**src/rtl/ingress_flit_queue.sv**
```systemverilog
// First-word fall-through flit queue between the traffic generator and the NoC.
// Optional egress-id range check: define INGRESS_FLIT_QUEUE_EGRESS_CHECK_EN.
module ingress_flit_queue #(
   parameter int DEPTH        = 4,
   parameter int EGRESS_BITS  = 64,
   parameter int PAYLOAD_BITS = 64,
   parameter int NUM_EGRESSES = 1
) (
   input  logic                       clock,
   input  logic                       reset,
   input  logic                       in_valid,
   input  logic                       in_head,
   input  logic                       in_tail,
   input  logic [EGRESS_BITS-1:0]     in_egress_id,
   input  logic [PAYLOAD_BITS-1:0]    in_payload,
   output logic                       noc_ready,
   output logic                       out_valid,
   input  logic                       out_ready,
   output logic                       out_head,
   output logic                       out_tail,
   output logic [EGRESS_BITS-1:0]     out_egress_id,
   output logic [PAYLOAD_BITS-1:0]    out_payload,
   output logic [$clog2(DEPTH+1)-1:0] count,
   output logic                       overflow,
   output logic                       framing_error
);

   localparam int AW = $clog2(DEPTH);
   localparam int CW = $clog2(DEPTH+1);
   localparam int EW = 2 + EGRESS_BITS + PAYLOAD_BITS;

   typedef enum logic {IDLE, IN_PKT} state_e;

   logic [EW-1:0]          mem_q [DEPTH];
   logic [AW-1:0]          wr_ptr_q, wr_ptr_d;
   logic [AW-1:0]          rd_ptr_q, rd_ptr_d;
   logic [CW-1:0]          count_q, count_d;
   logic                   overflow_q, overflow_d;
   logic                   ferr_q, ferr_d;
   state_e                 state_q, state_d;
   logic [EGRESS_BITS-1:0] id_q, id_d;
   logic                   push, pop;
   logic                   egress_bad;
   logic [CW:0]            occ_in;

   assign out_valid = (count_q != '0);
   assign pop       = out_valid && out_ready;
   assign push      = in_valid &&
                      (({1'b0, count_q} < (CW+1)'(DEPTH)) || pop);

   // Reserve one slot: the generator reacts to noc_ready a cycle late.
   assign occ_in    = {1'b0, count_q} + (CW+1)'(in_valid);
   assign noc_ready = !reset && (occ_in <= (CW+1)'(DEPTH-1));

   assign {out_head, out_tail, out_egress_id, out_payload} = mem_q[rd_ptr_q];
   assign count         = count_q;
   assign overflow      = overflow_q;
   assign framing_error = ferr_q;

`ifdef INGRESS_FLIT_QUEUE_EGRESS_CHECK_EN
   assign egress_bad = (in_egress_id >= EGRESS_BITS'(NUM_EGRESSES));
`else
   wire unused_num_egresses = (NUM_EGRESSES == 0);
   assign egress_bad = 1'b0;
`endif

   always_comb begin
      wr_ptr_d   = wr_ptr_q;
      rd_ptr_d   = rd_ptr_q;
      count_d    = count_q;
      overflow_d = overflow_q;
      if (push) wr_ptr_d = wr_ptr_q + 1'b1;
      if (pop)  rd_ptr_d = rd_ptr_q + 1'b1;
      if (push && !pop) count_d = count_q + 1'b1;
      if (pop && !push) count_d = count_q - 1'b1;
      if (in_valid && !push) overflow_d = 1'b1;
   end

   // Framing is checked only on flits that actually enter the queue.
   always_comb begin
      state_d = state_q;
      id_d    = id_q;
      ferr_d  = ferr_q;
      if (push) begin
         unique case (state_q)
            IDLE: begin
               if (!in_head) begin
                  ferr_d = 1'b1;
               end else if (!in_tail) begin
                  state_d = IN_PKT;
                  id_d    = in_egress_id;
               end
            end
            IN_PKT: begin
               if (in_head) begin
                  ferr_d  = 1'b1;
                  id_d    = in_egress_id;
                  state_d = in_tail ? IDLE : IN_PKT;
               end else begin
                  if (in_egress_id != id_q) ferr_d = 1'b1;
                  if (in_tail) state_d = IDLE;
               end
            end
         endcase
         if (egress_bad) ferr_d = 1'b1;
      end
   end

   always_ff @(posedge clock or posedge reset) begin
      if (reset) begin
         wr_ptr_q   <= '0;
         rd_ptr_q   <= '0;
         count_q    <= '0;
         overflow_q <= 1'b0;
         ferr_q     <= 1'b0;
         state_q    <= IDLE;
         id_q       <= '0;
      end else begin
         wr_ptr_q   <= wr_ptr_d;
         rd_ptr_q   <= rd_ptr_d;
         count_q    <= count_d;
         overflow_q <= overflow_d;
         ferr_q     <= ferr_d;
         state_q    <= state_d;
         id_q       <= id_d;
      end
   end

   always_ff @(posedge clock) begin
      if (push) begin
         mem_q[wr_ptr_q] <= {in_head, in_tail, in_egress_id, in_payload};
      end
   end

endmodule

```
**config.mk**
```make
export PLATFORM = sky130hd
export DESIGN_NAME = ingress_flit_queue
export DESIGN_NICKNAME = d
export VERILOG_FILES = /design/src/rtl/ingress_flit_queue.sv
export SDC_FILE = /design/constraint.sdc
export NUM_CORES = 1
export LEC_CHECK = 0
export CAP_MARGIN = 0
export CORE_UTILIZATION = 45
export CTS_BUF_LIST = sky130_fd_sc_hd__clkbuf_8
export CTS_CLUSTER_DIAMETER = 60
export DETAILED_ROUTE_END_ITERATION = 8
export PLACE_DENSITY_LB_ADDON = 0.08
export SETUP_SLACK_MARGIN = 0.02
export SLEW_MARGIN = 10
export SYNTH_ARGS = -nofsm -noshare
export SYNTH_HDL_FRONTEND = slang
export SYNTH_SLANG_ARGS = --single-unit
```
**constraint.sdc**
```tcl
create_clock -name clock -period 6.8 [get_ports clock]
set_input_delay 1.36 -clock clock [delete_from_list [all_inputs] [get_ports clock]]
set_output_delay 1.36 -clock clock [all_outputs]
set_load 0.02 [all_outputs]
```
==> flow_summary.toml <==
[yosys]
syn-cell-area_um2 = 22600
synth_top_area_share_pct = 69.2
avgSynthCellArea_um2 = 23.3
synth-async-reset-ratio_pct = 12.5
synth_seq_cells = 594
netlist_instances = 970
ys_seq_area_share_pct = 77.4
yosysWarnings = 0
synth_top_cell_by_area = "edfxtp_1"
synth_cell_types = 42
synth_ff_type = "edfxtp_1"
synthTopCellsByArea = "edfxtp_1 69%, mux4_2 13%, dfrtp_1 8.2%"
syn_nets = 1110
synth-edff-count = 520

[critical_path]
crit_family = "buffers and inverters"
worstPathRequired_ns = 5.44
crit_type = "register to output port"
endpoint = "out_egress_id[60]"
path_max_fanout = 58
cp-end-kind = "output port"
crit_path_start = "rd_ptr_q[0]$_DFFE_PP0P_"
r2r_end = "id_q[3]$_DFFE_PP0P_"
crit_arrival_ns = 3.34
critPathSlowestCell = "dfrtp_4"
cp.buffers_inverters = 2
worstPathCellList = "buf_12 > mux4_2 > clkdlybuf4s50_1"
startpoint_type = "register"
timing.rr.start = "count[2]$_DFFE_PP0P_"
rr_worst_depth = 5
critical_path.max_stage_delay_ns = 0.96
r2r_setup_slack_ns = 4.27
path_depth = 3

[drt]
num_vias = 10600
route.detailed.drc = 0
first_iter_violations = 608
vias_per_cell = 5.14
drt_pass1_iterations = 4
wl_um = 46600
ant_nets = 0
routedWlPerCell_um = 22.6

[pwr]
leakage_nw = 9.56
p_per_area_nw_per_um2 = 428
peakVddDrop_mv = 0.269

[clocking]
cts_hold_buf = 0
ctsHtreeMaxLevel = 3
cts_resized = 0
cts_setup_buffers = 0
cts_root_buf = "clkbuf_8"
clk-insertion-delay-late_ns = 0.66
cts.reportedPaths.clkPinSlew_ns = 0.06
cts_tree = "done"
cts_buffers = 97
clock_path_buffers = 3
clock_sinks = 594

[floorplan]
die-area_um2 = 51000
core_area_um2 = 49200
start_util_pct = 45.9
fp.dieH_um = 226
ios = 271
die_w_um = 226
row_count = 81

[timing]
min_period_ns = 4.70
slew_headroom_pct = 30.3
finalSetupViolCount = 0
worstMarginPinSlew_ns = 1.05
fmax_ghz = 0.213
hold_violations = 0
rsz0062_at_grt = "no"
tns_ns = 0
worst_slack_ns = 2.10
skew_ns = 0.0175
slew_viol_final = 0
post-route-period-util_pct = 69.2

[global_routing]
overflow = 0
grt_start_max_net_pins = 89
grt_pass1_vias = 11300
grt_use_total_pct = 18.6
antenna_found_initial = 4
grt_first_pass_wirelength_um = 69300

[min_path]
hp-class = "register to register"

[layout]
final_nets = 1450
n_fill_cell = 3808
drive_above_1_share_pct = 22.5
final_area_um2 = 27800
area.growth.synth_to_final_pct = 23.2

[placement]
port_buffers = 270
dpl_worst_slack_ns = 2.59
gp_congestion = 0.725
dp_hpwl_um = 26700
place_area_um2 = 26100

[outcome]
status = "completed"

[job]
drv_cap = 0
metrics by stage:
step / power (mW) / cells / utilization, % / hold slack (ns)
CTS: 12.1 / 2057 / 56.5 / 0.482
global route: 12.5 / 2057 / 56.5 / 0.499
floorplan: 7.63 / 970 / - / 0.463
detailed placement: 9.33 / 1875 / 53.0 / 0.465
finish: 11.9 / 2059 / 56.6 / 0.477
global placement: 9.30 / 1875 / 53.0 / 0.461
kinds of logic after synthesis:
kind of cell,share of synthesized area [%]
buf+inv,1.28
mux,16.7
xor+xnor,2.41
fa+ha+maj,0.366
flops,77.4
simple gates,1.21
compound gates,0.593
report_power, final:
| group | internal, mW | switching (mW) |
|---|---|---|
| Clock | 1.39 | 1.36 |
| Combinational | 2.06 | 2.00 |
| Sequential | 4.73 | 0.362 |
worst min-delay path by stage:
stage / start / end / slack, ns / cells after the start
global placement: overflow$_DFFE_PP0P_ / overflow$_DFFE_PP0P_ / 0.46 / 1
global route: overflow$_DFFE_PP0P_ / overflow$_DFFE_PP0P_ / 0.50 / 1
detailed placement: overflow$_DFFE_PP0P_ / overflow$_DFFE_PP0P_ / 0.46 / 1
finish: overflow$_DFFE_PP0P_ / overflow$_DFFE_PP0P_ / 0.48 / 1
floorplan: id_q[43]$_DFFE_PP0P_ / id_q[43]$_DFFE_PP0P_ / 0.46 / 2
CTS: overflow$_DFFE_PP0P_ / overflow$_DFFE_PP0P_ / 0.48 / 1
worst register-to-register path, delay by kind of cell (launching register included):
kind / cells / cell delay (ns)
buffers and inverters: 1 / 0.82
and+or+nand+nor: 3 / 0.72
DFF: 1 / 0.44
muxes: 1 / 0.43
sequential cells by signal, summed over array words and instances, names as in the netlist:
| register | flops |
|---|---|
| count | 3 |
| mem_q | 520 |
| state_q | 1 |
| overflow | 1 |
| framing_error | 1 |
| id_q | 64 |
| wr_ptr_q | 2 |
| rd_ptr_q | 2 |
final cells by class:
type,count,area [µm²],share of cell area (%)
diodes,2,5.00,0.0180
well taps,664,831,2.99
clock inverters,80,334,1.20
multi-input cells,322,4830,17.4
repair buffers,279,2860,10.3
inverters,16,61.3,0.221
clock buffers,102,1400,5.05
flip-flops and latches,594,17500,62.9
routing by layer:
metal	global-route usage, %	vias to the layer above	wire length, µm
met4	6.58	4	890
li1	-	4689	-
met3	4.93	63	2930
met1	24.7	5569	20000
met5	0	-	27
met2	29.7	268	22800
cell usage after synthesis, types with 2 or more instances:
| master | n |
|---|---|
| edfxtp_1 | 520 |
| mux4_2 | 130 |
| dfrtp_1 | 74 |
| mux2_4 | 50 |
| xnor2_1 | 32 |
| xor2_1 | 30 |
| buf_2 | 17 |
| inv_1 | 16 |
| nand2_1 | 9 |
| nor4_1 | 9 |
| mux2_1 | 8 |
| nand4_1 | 8 |
| o21ai_0 | 7 |
| buf_6 | 6 |
| buf_1 | 5 |
| buf_4 | 5 |
| clkbuf_1 | 5 |
| ha_1 | 5 |
| and3_1 | 4 |
| a21oi_1 | 3 |
| nor2b_1 | 3 |
| and2_1 | 2 |
| nand2b_1 | 2 |
| o22ai_1 | 2 |
cell usage in the layout, fill, tap and decap left out, types with 4 or more instances in the layout:
master           count
nand2_1              9
mux2_4              50
dfrtp_1             72
nor4_1               9
edfxtp_1           520
clkinv_2             8
xor2_1              30
inv_1               61
mux4_2             130
buf_12               7
ha_1                 5
mux2_1               8
clkbuf_8           102
nand4_1              8
xnor2_1             32
o21ai_0              7
clkdlybuf4s50_1    270
clkinv_1            22
and3_4               4
Power figures use the tool's default switching activity.
